$ cat config.mk
export PLATFORM = sky130hd
export DESIGN_NAME = mem_access_ctrl
export DESIGN_NICKNAME = d
export VERILOG_FILES = /design/src/rtl/mem_access_ctrl.sv
export SDC_FILE = /design/constraint.sdc
export NUM_CORES = 1
export LEC_CHECK = 0
export BUFFER_PORTS_ARGS = -buffer_cell sky130_fd_sc_hd__buf_2
export CAP_MARGIN = 5
export CORE_UTILIZATION = 48
export CTS_CLUSTER_DIAMETER = 200
export DETAILED_ROUTE_END_ITERATION = 10
export PLACE_DENSITY = 0.76
export SYNTH_ARGS = -nofsm -noshare
export SYNTH_HDL_FRONTEND = slang
export SYNTH_SLANG_ARGS = --single-unit
export TNS_END_PERCENT = 50
$ cat constraint.sdc
create_clock -name clk -period 2.1 [get_ports clk]
set_input_delay 0.105 -clock clk [delete_from_list [all_inputs] [get_ports clk]]
set_output_delay 0.105 -clock clk [all_outputs]
set_load 0.01 [all_outputs]
$ cat src/rtl/mem_access_ctrl.sv
// CPU-to-async-RAM sequencer (IDLE->SETUP->STROBE->HOLD); ack at accept+STROBE_CYCLES+1, period STROBE_CYCLES+3.
// Backpressure: ready=0 while busy; req seen then is dropped, so the CPU holds req until ready=1.
module mem_access_ctrl #(
    parameter int ADDR_W        = 4,
    parameter int DATA_W        = 4,
    parameter int STROBE_CYCLES = 1
) (
    input  logic              clk,
    input  logic              rst_n,
    input  logic              req,
    input  logic              we,
    input  logic [ADDR_W-1:0] addr,
    input  logic [DATA_W-1:0] wdata,
    output logic              ready,
    output logic              ack,
    output logic [DATA_W-1:0] rdata,
    output logic [ADDR_W-1:0] ram_addr,
    output logic [DATA_W-1:0] ram_datain,
    output logic              ram_csn,
    output logic              ram_rwn,
    input  logic [DATA_W-1:0] ram_dataout
);

    typedef enum logic [1:0] {IDLE, SETUP, STROBE, HOLD} state_t;

    localparam logic [3:0] CNT_INIT = 4'(STROBE_CYCLES - 1);

    state_t            r_state, w_state_nxt;
    logic              r_we, w_we_nxt;
    logic [ADDR_W-1:0] r_addr, w_addr_nxt;
    logic [DATA_W-1:0] r_wdata, w_wdata_nxt;
    logic [DATA_W-1:0] r_rdata, w_rdata_nxt;
    logic              r_csn, w_csn_nxt;
    logic              r_rwn, w_rwn_nxt;
    logic              r_ready, w_ready_nxt;
    logic              r_ack, w_ack_nxt;
    logic [3:0]        r_cnt, w_cnt_nxt;

    always_ff @(posedge clk or negedge rst_n) begin
        if (!rst_n) begin
            r_state <= IDLE;
            r_we    <= 1'b0;
            r_addr  <= '0;
            r_wdata <= '0;
            r_rdata <= '0;
            r_csn   <= 1'b1;
            r_rwn   <= 1'b1;
            r_ready <= 1'b1;
            r_ack   <= 1'b0;
            r_cnt   <= '0;
        end else begin
            r_state <= w_state_nxt;
            r_we    <= w_we_nxt;
            r_addr  <= w_addr_nxt;
            r_wdata <= w_wdata_nxt;
            r_rdata <= w_rdata_nxt;
            r_csn   <= w_csn_nxt;
            r_rwn   <= w_rwn_nxt;
            r_ready <= w_ready_nxt;
            r_ack   <= w_ack_nxt;
            r_cnt   <= w_cnt_nxt;
        end
    end

    // Every pin value is computed one cycle early and registered, so RAM strobes never glitch.
    always_comb begin
        w_state_nxt = r_state;
        w_we_nxt    = r_we;
        w_addr_nxt  = r_addr;
        w_wdata_nxt = r_wdata;
        w_rdata_nxt = r_rdata;
        w_csn_nxt   = 1'b1;
        w_rwn_nxt   = 1'b1;
        w_ready_nxt = 1'b0;
        w_ack_nxt   = 1'b0;
        w_cnt_nxt   = r_cnt;
        case (r_state)
            IDLE: begin
                w_ready_nxt = 1'b1;
                if (req) begin
                    w_we_nxt    = we;
                    w_addr_nxt  = addr;
                    w_wdata_nxt = wdata;
                    w_ready_nxt = 1'b0;
                    w_state_nxt = SETUP;
                end
            end
            SETUP: begin
                w_csn_nxt   = 1'b0;
                w_rwn_nxt   = ~r_we;
                w_cnt_nxt   = CNT_INIT;
                w_state_nxt = STROBE;
            end
            STROBE: begin
                if (r_cnt == 4'd0) begin
                    if (!r_we) begin
                        w_rdata_nxt = ram_dataout;
                    end
                    w_ack_nxt   = 1'b1;
                    w_state_nxt = HOLD;
                end else begin
                    w_csn_nxt = 1'b0;
                    w_rwn_nxt = ~r_we;
                    w_cnt_nxt = r_cnt - 4'd1;
                end
            end
            HOLD: begin
                w_ready_nxt = 1'b1;
                w_state_nxt = IDLE;
            end
            default: w_state_nxt = IDLE;
        endcase
    end

    assign ready      = r_ready;
    assign ack        = r_ack;
    assign rdata      = r_rdata;
    assign ram_addr   = r_addr;
    assign ram_datain = r_wdata;
    assign ram_csn    = r_csn;
    assign ram_rwn    = r_rwn;

    a_strobe_cfg: assert property (@(posedge clk) STROBE_CYCLES >= 1 && STROBE_CYCLES <= 15);

    a_pins_stable: assert property (@(posedge clk) disable iff (!rst_n)
        (!ram_csn && $past(!ram_csn)) |-> ($stable(ram_addr) && $stable(ram_datain) && $stable(ram_rwn)));

    a_write_in_select: assert property (@(posedge clk) disable iff (!rst_n)
        !ram_rwn |-> !ram_csn);

endmodule

==> flow_metrics.py, run 1 <==
metrics = {
    "outcome": {
        "status": "finished clean",
    },
    "clocking": {
        "clock_path_buffers": 2,
        "cts-buffers-inserted": 3,
        "clock-sinks": 23,
        "h-tree-depth": 1,
        "clk_pin_slew_ns": 0.12,
        "cts_setup_buffers": 0,
        "insertion_delay_ns": 0.30,
        "root_buffer": "clkbuf_4",
        "tritoncts": "yes",
    },
    "global_routing": {
        "grtUsageTotal_pct": 15.0,
        "grt_max_degree": 24,
        "grt_pass1_wl_um": 2280,
        "grt.overflow.total": 0,
        "grt_pass1_vias": 537,
        "antenna_found_initial": 0,
    },
    "setup_path": {
        "slowest_stage": "dfrtp_1",
        "cp_cell_sequence": "inv_1, ha_1, nand4bb_1, nor2_2, mux2_1",
        "startpoint_type": "register",
        "crit_path_end_kind": "register",
        "cpLargestDelayFamily": "flip-flops",
        "crit_type": "register to register",
        "cp-endpoint": "rdata[1]",
        "crit_path_max_incr_delay_ns": 0.44,
        "r2r_cells": 5,
        "timing.rr.start": "r_state[0]",
        "crit_buf_inv": 1,
        "worstPathMaxFanout": 8,
        "critPathLaunch": "r_state[0]",
        "reg2reg_slack_ns": 0.31,
        "critical_path_depth": 5,
        "worst-endpoint-arrival_ns": 1.98,
        "rr_endpoint": "rdata[1]",
        "required_ns": 2.29,
    },
    "logic_synthesis": {
        "synth_area_um2": 997,
        "synth_nets": 94,
        "ys_ff_latch": 23,
        "synth.distinct_cells": 25,
        "async_reset_ff_share_pct": 100,
        "synth-main-ff-cell": "dfrtp_1",
        "synth_top_area_cell": "dfrtp_1",
        "ys_seq_area_share_pct": 58.1,
        "synth_cells": 72,
        "syn_avg_cell_area_um2": 13.9,
        "synth-edff-count": 0,
        "netlist.area_leader.share_pct": 50.2,
        "synth_warnings": 0,
        "synthTopCellsByArea": "dfrtp_1, mux2_2, dfstp_2",
    },
    "power_and_ir_drop": {
        "internal_power_w": 0.00118,
        "switchingPower_w": 0.000712,
        "pwr-share-comb_pct": 48.4,
        "seq_power_share_pct": 41.1,
        "power_density_nw_per_um2": 1540,
        "pwr-share-clk_pct": 10.4,
        "p_leak_nw": 0.626,
        "swShare_pct": 37.6,
        "ir_worst_vdd_v": 0.000670,
    },
    "placed_design": {
        "dp_hpwl_um": 1260,
        "place.port_buffers": 31,
        "place_ws_ns": 0.355,
        "placed_area_um2": 1190,
        "gp_congestion": 0.721,
    },
    "timing": {
        "slew_headroom_pct": 67.6,
        "setup_ws_ns": 0.314,
        "setup_tns_ns": 0,
        "finalCritPeriodShare_pct": 85.1,
        "drv_slew": 0,
        "tightest_slew_ns": 0.486,
        "period_minus_slack_ns": 1.79,
        "finClkSkew_ns": 0.00388,
        "fmax_ghz": 0.560,
        "rsz0062_at_grt": "false",
        "finalHoldViolCount": 0,
        "setup_viol": 0,
        "hold_ws_ns": 0.0177,
    },
    "detailed_routing": {
        "drt_first_iter_violations": 5,
        "ant_nets": 0,
        "drt-total-wl_um": 1650,
        "vias_per_cell": 4.96,
        "drcViolationCount": 0,
        "vias": 674,
        "first_pass_iters": 4,
        "post_drt_wl_per_cell_um": 12.1,
    },
    "layout": {
        "most-common-layout-cells": "buf_2, dfrtp_1, mux2_2",
        "mostFrequentLayoutCell": "buf_2",
        "diodes": 0,
        "num-nets-final": 132,
        "fin_area_um2": 1230,
        "drive_gt1_share_pct": 47.7,
        "final_util_pct": 62.9,
        "syn_to_final_growth_pct": 23.7,
    },
    "run": {
        "maxCapViolations": 0,
    },
    "floorplan": {
        "boundaryPins": 32,
        "die_area_um2": 2260,
        "core-area_um2": 1960,
        "fp-row-count": 16,
        "start_util_pct": 50.8,
        "die_y_um": 47.6,
        "die_x_um": 47.6,
    },
    "min_path": {
        "hp-class": "primary input to register",
    },
}
-- power groups by stage --
stage               logic, W  clock network [W]  registers (W)
global placement    0.000885                  0       0.000779
global route         0.00102           0.000224       0.000809
finish              0.000917           0.000197       0.000779
floorplan           0.000561                  0       0.000856
CTS                 0.000919           0.000204       0.000783
detailed placement  0.000917                  0       0.000794
-- synth_stat cells (2+ instances only) --
cell type / count
inv_1: 6
nor2_1: 3
ha_1: 6
dfstp_2: 3
mux2_1: 5
nor2b_1: 2
dfrtp_1: 20
o21ai_0: 2
mux2_2: 9
-- area by class of cell --
type,count,area [um2]
Fill cell,171,728
Sequential cell,23,579
Multi-Input combinational cell,42,392
Clock inverter,1,5.00
Timing Repair Buffer,33,175
Clock buffer,3,22.5
Inverter,7,26.3
Tap cell,27,33.8
-- worst min path at each step --
stage	from	end	slack (ns)	cells past startpoint
4_1_cts	ram_dataout[3]	rdata[3]	0.004	2
5_1_grt	ram_dataout[0]	rdata[0]	0.005	2
2_1_floorplan	rst_n	ack	-0.19	0
3_3_place_gp	rst_n	ack	0.09	1
3_5_place_dp	rst_n	ack	0.09	1
6_report	ram_dataout[2]	rdata[2]	0.02	2
-- logic make-up (layout without fill, tap and decap cells) --
kind of cell / count (synthesis) / after routing / share of synthesized area (%)
multiplexers: 15 / 15 / 16.8
AND/OR/NAND/NOR: 13 / 13 / 8.28
adder cells (fa/ha/maj): 6 / 6 / 7.53
flip-flops: 23 / 23 / 58.1
AO/OA/AOI/OAI: 8 / 8 / 6.65
buffers and inverters: 7 / 44 / 2.63
-- state kept, by name, indices dropped and copies added, names as in the netlist, 2 cells and up --
| register | flops |
|---|---|
| r_cnt | 4 |
| r_state | 2 |
| ram_addr | 4 |
| ram_datain | 4 |
| rdata | 4 |
-- repair_timing --
action,4_1_cts,5_1_grt
endpoints found under the hold margin,20,1
gates resized for setup,0,0
hold buffers,1,1
endpoints found under the setup margin,0,0
-- routing by layer --
metal	routed length, um	global-route usage [%]
met5	0	0
met4	21	8.33
met3	59	3.40
met2	846	23.8
met1	725	18.9
-- worst reg2reg max path, stage by stage, from the launching register on --
cell	delay, ns
dfrtp_1	0.44
inv_1	0.12
ha_1	0.33
nand4bb_1	0.21
nor2_2	0.22
mux2_1	0.35
-- per-stage QoR --
stage | instances | power (W)
after floorplan | 72 | 0.00142
after global placement | 130 | 0.00166
after detailed placement | 130 | 0.00171
after CTS | 135 | 0.00191
after global routing | 136 | 0.00205
final | 136 | 0.00189
(Power assumes the default switching activity.)
==> run 2: changes to the inputs <==
--- a/config.mk
+++ b/config.mk
@@ -8,6 +8,7 @@
 export BUFFER_PORTS_ARGS = -buffer_cell sky130_fd_sc_hd__buf_2
 export CAP_MARGIN = 5
 export CORE_UTILIZATION = 48
+export CTS_BUF_LIST = sky130_fd_sc_hd__clkbuf_16
 export CTS_CLUSTER_DIAMETER = 200
 export DETAILED_ROUTE_END_ITERATION = 10
 export PLACE_DENSITY = 0.76
==> constraint.sdc (replaced) <==
create_clock -name clk -period 2.1 [get_ports clk]
set_input_delay 0.105 -clock clk [delete_from_list [all_inputs] [get_ports clk]]
set_output_delay 0.105 -clock clk [all_outputs]
set_load 0.02 [all_outputs]
==> flow_metrics.py, run 2 (same netlist as run 1, synthesis figures left out) <==
metrics = {
    "layout": {
        "num-nets-final": 131,
        "final_util_pct": 65.1,
        "mostFrequentLayoutCell": "buf_2",
        "fillCellCount": 173,
        "syn_to_final_growth_pct": 28.0,
        "drive_gt1_share_pct": 48.1,
        "most-common-layout-cells": "buf_2, dfrtp_1, mux2_2",
        "diodes": 0,
    },
    "power_and_ir_drop": {
        "switchingPower_w": 0.000846,
        "internal_power_w": 0.00137,
        "pwr-share-clk_pct": 18.0,
        "power_density_nw_per_um2": 1740,
        "swShare_pct": 38.2,
        "ir_worst_vdd_v": 0.000712,
        "p_leak_nw": 0.645,
        "pwr-share-comb_pct": 46.5,
        "seq_power_share_pct": 35.4,
    },
    "detailed_routing": {
        "drcViolationCount": 0,
        "first_pass_iters": 3,
        "drt_first_iter_violations": 3,
        "post_drt_wl_per_cell_um": 12.4,
        "drt-total-wl_um": 1680,
        "vias": 668,
        "vias_per_cell": 4.95,
        "ant_nets": 0,
    },
    "setup_path": {
        "slowest_stage": "dfrtp_1",
        "cpLargestDelayFamily": "simple AND/OR/NAND/NOR gates",
        "required_ns": 2.23,
        "worst-endpoint-arrival_ns": 1.90,
        "cp_cell_sequence": "inv_1, ha_1, nand4bb_1, nor2_2, mux2_1",
        "crit_type": "register to register",
        "worstPathMaxFanout": 8,
        "startpoint_type": "register",
        "crit_path_max_incr_delay_ns": 0.42,
        "crit_buf_inv": 1,
        "crit_path_end_kind": "register",
    },
    "global_routing": {
        "grt.overflow.total": 0,
        "grt_max_degree": 24,
        "grtUsageTotal_pct": 15.8,
        "grt_pass1_vias": 550,
        "grt_pass1_wl_um": 2370,
        "antenna_found_initial": 0,
    },
    "clocking": {
        "cts.repair.resized": 0,
        "tritoncts": "yes",
        "clk_pin_slew_ns": 0.06,
        "h-tree-depth": 1,
        "clock-sinks": 23,
        "cts-buffers-inserted": 3,
        "insertion_delay_ns": 0.25,
        "cts_setup_buffers": 0,
        "hold_buffers": 1,
        "root_buffer": "clkbuf_16",
        "clock_path_buffers": 2,
    },
    "floorplan": {
        "fp-row-count": 16,
        "die_x_um": 47.6,
        "start_util_pct": 50.8,
        "die_y_um": 47.6,
        "die_area_um2": 2260,
        "core-area_um2": 1960,
        "boundaryPins": 32,
    },
    "timing": {
        "setup_viol": 0,
        "drv_slew": 0,
        "fmax_ghz": 0.566,
        "finalCritPeriodShare_pct": 84.1,
        "tightest_slew_ns": 0.482,
        "rsz0062_at_grt": "false",
        "finClkSkew_ns": 0.00246,
        "slew_headroom_pct": 67.8,
        "finalHoldViolCount": 0,
        "setup_tns_ns": 0,
        "period_minus_slack_ns": 1.77,
    },
    "run": {
        "maxCapViolations": 0,
    },
    "placed_design": {
        "gp_congestion": 0.721,
        "place.port_buffers": 31,
        "dp_hpwl_um": 1260,
    },
    "outcome": {
        "status": "finished clean",
    },
    "min_path": {
        "hp-class": "primary input to register",
    },
}
run 2: cell types whose count changed in the layout (fill, tap and decap cells not counted), sizes merged:
cell	delta
dlygate4sd3	-1
run 2: layer usage:
metal | track usage [%] | wire, um
met1 | 19.3 | 722
met5 | 0 | 0
met2 | 24.7 | 864
met3 | 4.53 | 58
met4 | 10.0 | 33
run 2: final timing paths:
path                                      from        to  slack, ns  cells past startpoint
worst max-delay path                r_state[0]  rdata[1]       0.33                      5
worst max register to register      r_state[0]  rdata[1]       0.33                      5
max in group asynchronous                rst_n     ready       1.40                      2
worst min-delay path            ram_dataout[3]  rdata[3]       0.07                      2
min in group asynchronous                rst_n       ack       0.35                      2
worst min register to register            r_we   ram_rwn       0.48                      1
run 2: area by class of cell:
| type | instances | area [um2] | area share, % |
|---|---|---|---|
| clock buffers | 3 | 75.1 | 5.88 |
| clock inverters | 1 | 5.00 | 0.392 |
| inverters | 7 | 26.3 | 2.06 |
| multi-input cells | 42 | 392 | 30.7 |
| flip-flops and latches | 23 | 579 | 45.4 |
| well taps | 27 | 33.8 | 2.65 |
| repair buffers | 32 | 165 | 12.9 |
run 2: power groups by stage:
stage                     combinational (W)  clock, W  sequential (W)
after floorplan                    0.000561         0        0.000971
after global placement              0.00100         0        0.000779
after detailed placement            0.00103         0        0.000794
after CTS                           0.00104  0.000408        0.000787
after global routing                0.00114  0.000434        0.000813
final                               0.00103  0.000400        0.000785
run 2: metrics by stage:
step | hold WS (ns) | setup WS [ns] | area (um2) | std cells | power, W
2_1_floorplan | -0.191 | 0.512 | 997 | 72 | 0.00153
3_3_place_gp | 0.0915 | 0.428 | 1190 | 130 | 0.00178
3_5_place_dp | 0.0934 | 0.355 | 1190 | 130 | 0.00183
4_1_cts | 0.0682 | 0.334 | 1280 | 135 | 0.00224
5_1_grt | 0.0678 | 0.217 | 1280 | 135 | 0.00238
6_report | 0.0682 | 0.334 | 1280 | 135 | 0.00222
run 2: worst reg2reg max path, stage by stage (launching register included):
cell and delay (ns):
dfrtp_1 0.42, inv_1 0.12, ha_1 0.33, nand4bb_1 0.20
nor2_2 0.22, mux2_1 0.35
==> run 3: changes to the inputs <==
--- a/config.mk
+++ b/config.mk
@@ -7,11 +7,11 @@
 export LEC_CHECK = 0
 export BUFFER_PORTS_ARGS = -buffer_cell sky130_fd_sc_hd__buf_2
 export CAP_MARGIN = 5
-export CORE_UTILIZATION = 48
+export CORE_UTILIZATION = 44
 export CTS_BUF_LIST = sky130_fd_sc_hd__clkbuf_16
 export CTS_CLUSTER_DIAMETER = 200
 export DETAILED_ROUTE_END_ITERATION = 10
-export PLACE_DENSITY = 0.76
+export PLACE_DENSITY = 0.73
 export SYNTH_ARGS = -nofsm -noshare
 export SYNTH_HDL_FRONTEND = slang
 export SYNTH_SLANG_ARGS = --single-unit
==> constraint.sdc (replaced) <==
create_clock -name clk -period 1.6 [get_ports clk]
set_input_delay 0.08 -clock clk [delete_from_list [all_inputs] [get_ports clk]]
set_output_delay 0.08 -clock clk [all_outputs]
set_load 0.02 [all_outputs]
==> flow_metrics.py, run 3 (same netlist as run 1, synthesis figures left out) <==
metrics = {
    "timing": {
        "tightest_slew_ns": 0.492,
        "fmax_ghz": 0.644,
        "period_minus_slack_ns": 1.55,
        "slew_headroom_pct": 67.2,
        "setup_viol": 0,
        "finClkSkew_ns": 0.00397,
        "setup_tns_ns": 0,
        "drv_slew": 0,
        "finalCritPeriodShare_pct": 97.1,
        "finalHoldViolCount": 0,
    },
    "floorplan": {
        "die_x_um": 49.6,
        "die_area_um2": 2460,
        "die_y_um": 49.6,
        "boundaryPins": 32,
        "core-area_um2": 2040,
        "start_util_pct": 48.8,
        "fp-row-count": 16,
    },
    "setup_path": {
        "startpoint_type": "register",
        "worst-endpoint-arrival_ns": 1.69,
        "crit_path_end_kind": "register",
        "crit_type": "register to register",
        "required_ns": 1.74,
        "crit_buf_inv": 1,
        "cpLargestDelayFamily": "simple AND/OR/NAND/NOR gates",
        "crit_path_max_incr_delay_ns": 0.39,
        "worstPathMaxFanout": 3,
        "slowest_stage": "or3b_4",
        "critPathLaunch": "r_cnt[1]",
        "timing.rr.start": "r_cnt[1]",
        "cp_cell_sequence": "inv_2, ha_4, or3b_4, a21oi_4, mux2_4",
    },
    "placed_design": {
        "placed_area_um2": 1240,
        "place.port_buffers": 31,
        "gp_congestion": 0.804,
        "dp_hpwl_um": 1310,
    },
    "layout": {
        "num-nets-final": 137,
        "diodes": 0,
        "syn_to_final_growth_pct": 37.5,
        "fin_area_um2": 1370,
        "drive_gt1_share_pct": 56.1,
        "most-common-layout-cells": "buf_2, dfrtp_1, mux2_2",
        "mostFrequentLayoutCell": "buf_2",
    },
    "clocking": {
        "root_buffer": "clkbuf_16",
        "tritoncts": "yes",
        "h-tree-depth": 1,
        "clk_pin_slew_ns": 0.06,
        "cts-buffers-inserted": 3,
        "cts_setup_buffers": 0,
        "clock-sinks": 23,
        "clock_path_buffers": 2,
        "insertion_delay_ns": 0.25,
    },
    "detailed_routing": {
        "drt_first_iter_violations": 2,
        "drt-total-wl_um": 1760,
        "drcViolationCount": 0,
        "vias_per_cell": 4.89,
        "vias": 689,
        "post_drt_wl_per_cell_um": 12.5,
        "ant_nets": 0,
        "first_pass_iters": 2,
    },
    "power_and_ir_drop": {
        "ir_worst_vdd_v": 0.00127,
        "pwr-share-clk_pct": 16.2,
        "seq_power_share_pct": 32.0,
        "total_power_w": 0.00321,
        "power_density_nw_per_um2": 2340,
        "switchingPower_w": 0.00119,
        "swShare_pct": 37.3,
        "p_leak_nw": 0.687,
        "internal_power_w": 0.00201,
        "pwr-share-comb_pct": 51.8,
    },
    "global_routing": {
        "grt_pass1_vias": 725,
        "grt_pass1_wl_um": 3160,
        "grtUsageTotal_pct": 17.8,
        "grt.overflow.total": 0,
        "antenna_found_initial": 0,
        "grt_max_degree": 24,
    },
    "min_path": {
        "min_from": "ram_dataout[1]",
        "hp-class": "primary input to register",
    },
    "outcome": {
        "status": "finished clean",
    },
    "run": {
        "maxCapViolations": 0,
    },
}
run 3: metal layers:
| metal | track usage (%) | share of wire [%] | vias up |
|---|---|---|---|
| met4 | 11.4 | 2.6 | 0 |
| met3 | 4.94 | 4.8 | 5 |
| met2 | 27.9 | 47 | 19 |
| li1 | - | - | 335 |
| met1 | 21.2 | 46 | 330 |
| met5 | 0 | 0 | - |
run 3: metrics by stage:
step	cells	util (%)	hold slack (ns)	setup slack (ns)
final	141	67.2	0.0443	0.0464
after global routing	141	67.2	0.0531	-0.00567
after CTS	141	66.8	0.0449	0.0304
after detailed placement	136	60.9	0.0728	-0.0696
after global placement	136	60.9	0.0742	0.0182
after floorplan	72	-	-0.216	0.0124
run 3: layout make-up:
cell class	instances	area [um2]
Tap cell	27	33.8
Clock inverter	1	3.75
Clock buffer	3	75.1
Fill cell	157	671
Multi-Input combinational cell	42	430
Sequential cell	23	579
Inverter	7	26.3
Timing Repair Buffer	38	223
run 3: final timing paths:
check                             endpoint  slack, ns  cells past startpoint
worst max register to register  r_state[1]       0.05                      5
worst min register to register    rdata[1]       0.48                      1
min in group asynchronous         rdata[0]       0.32                      2
max in group asynchronous            ready       0.92                      2
worst min-delay path              rdata[1]       0.04                      2
worst max-delay path            r_state[1]       0.05                      5
run 3: what timing repair did:
action / in CTS / in global routing
endpoints found under the setup margin: 5 / 6
hold endpoints to repair: 20 / 0
pin swaps: 2 / 1
gates resized for setup: 8 / 2
hold buffers: 1 / 0
run 3: power groups by stage:
stage	logic, W	clock network (W)	registers, W
6_report	0.00166	0.000519	0.00103
5_1_grt	0.00181	0.000559	0.00107
4_1_cts	0.00165	0.000535	0.00103
3_5_place_dp	0.00152	0	0.00103
3_3_place_gp	0.00148	0	0.00101
2_1_floorplan	0.000736	0	0.00127
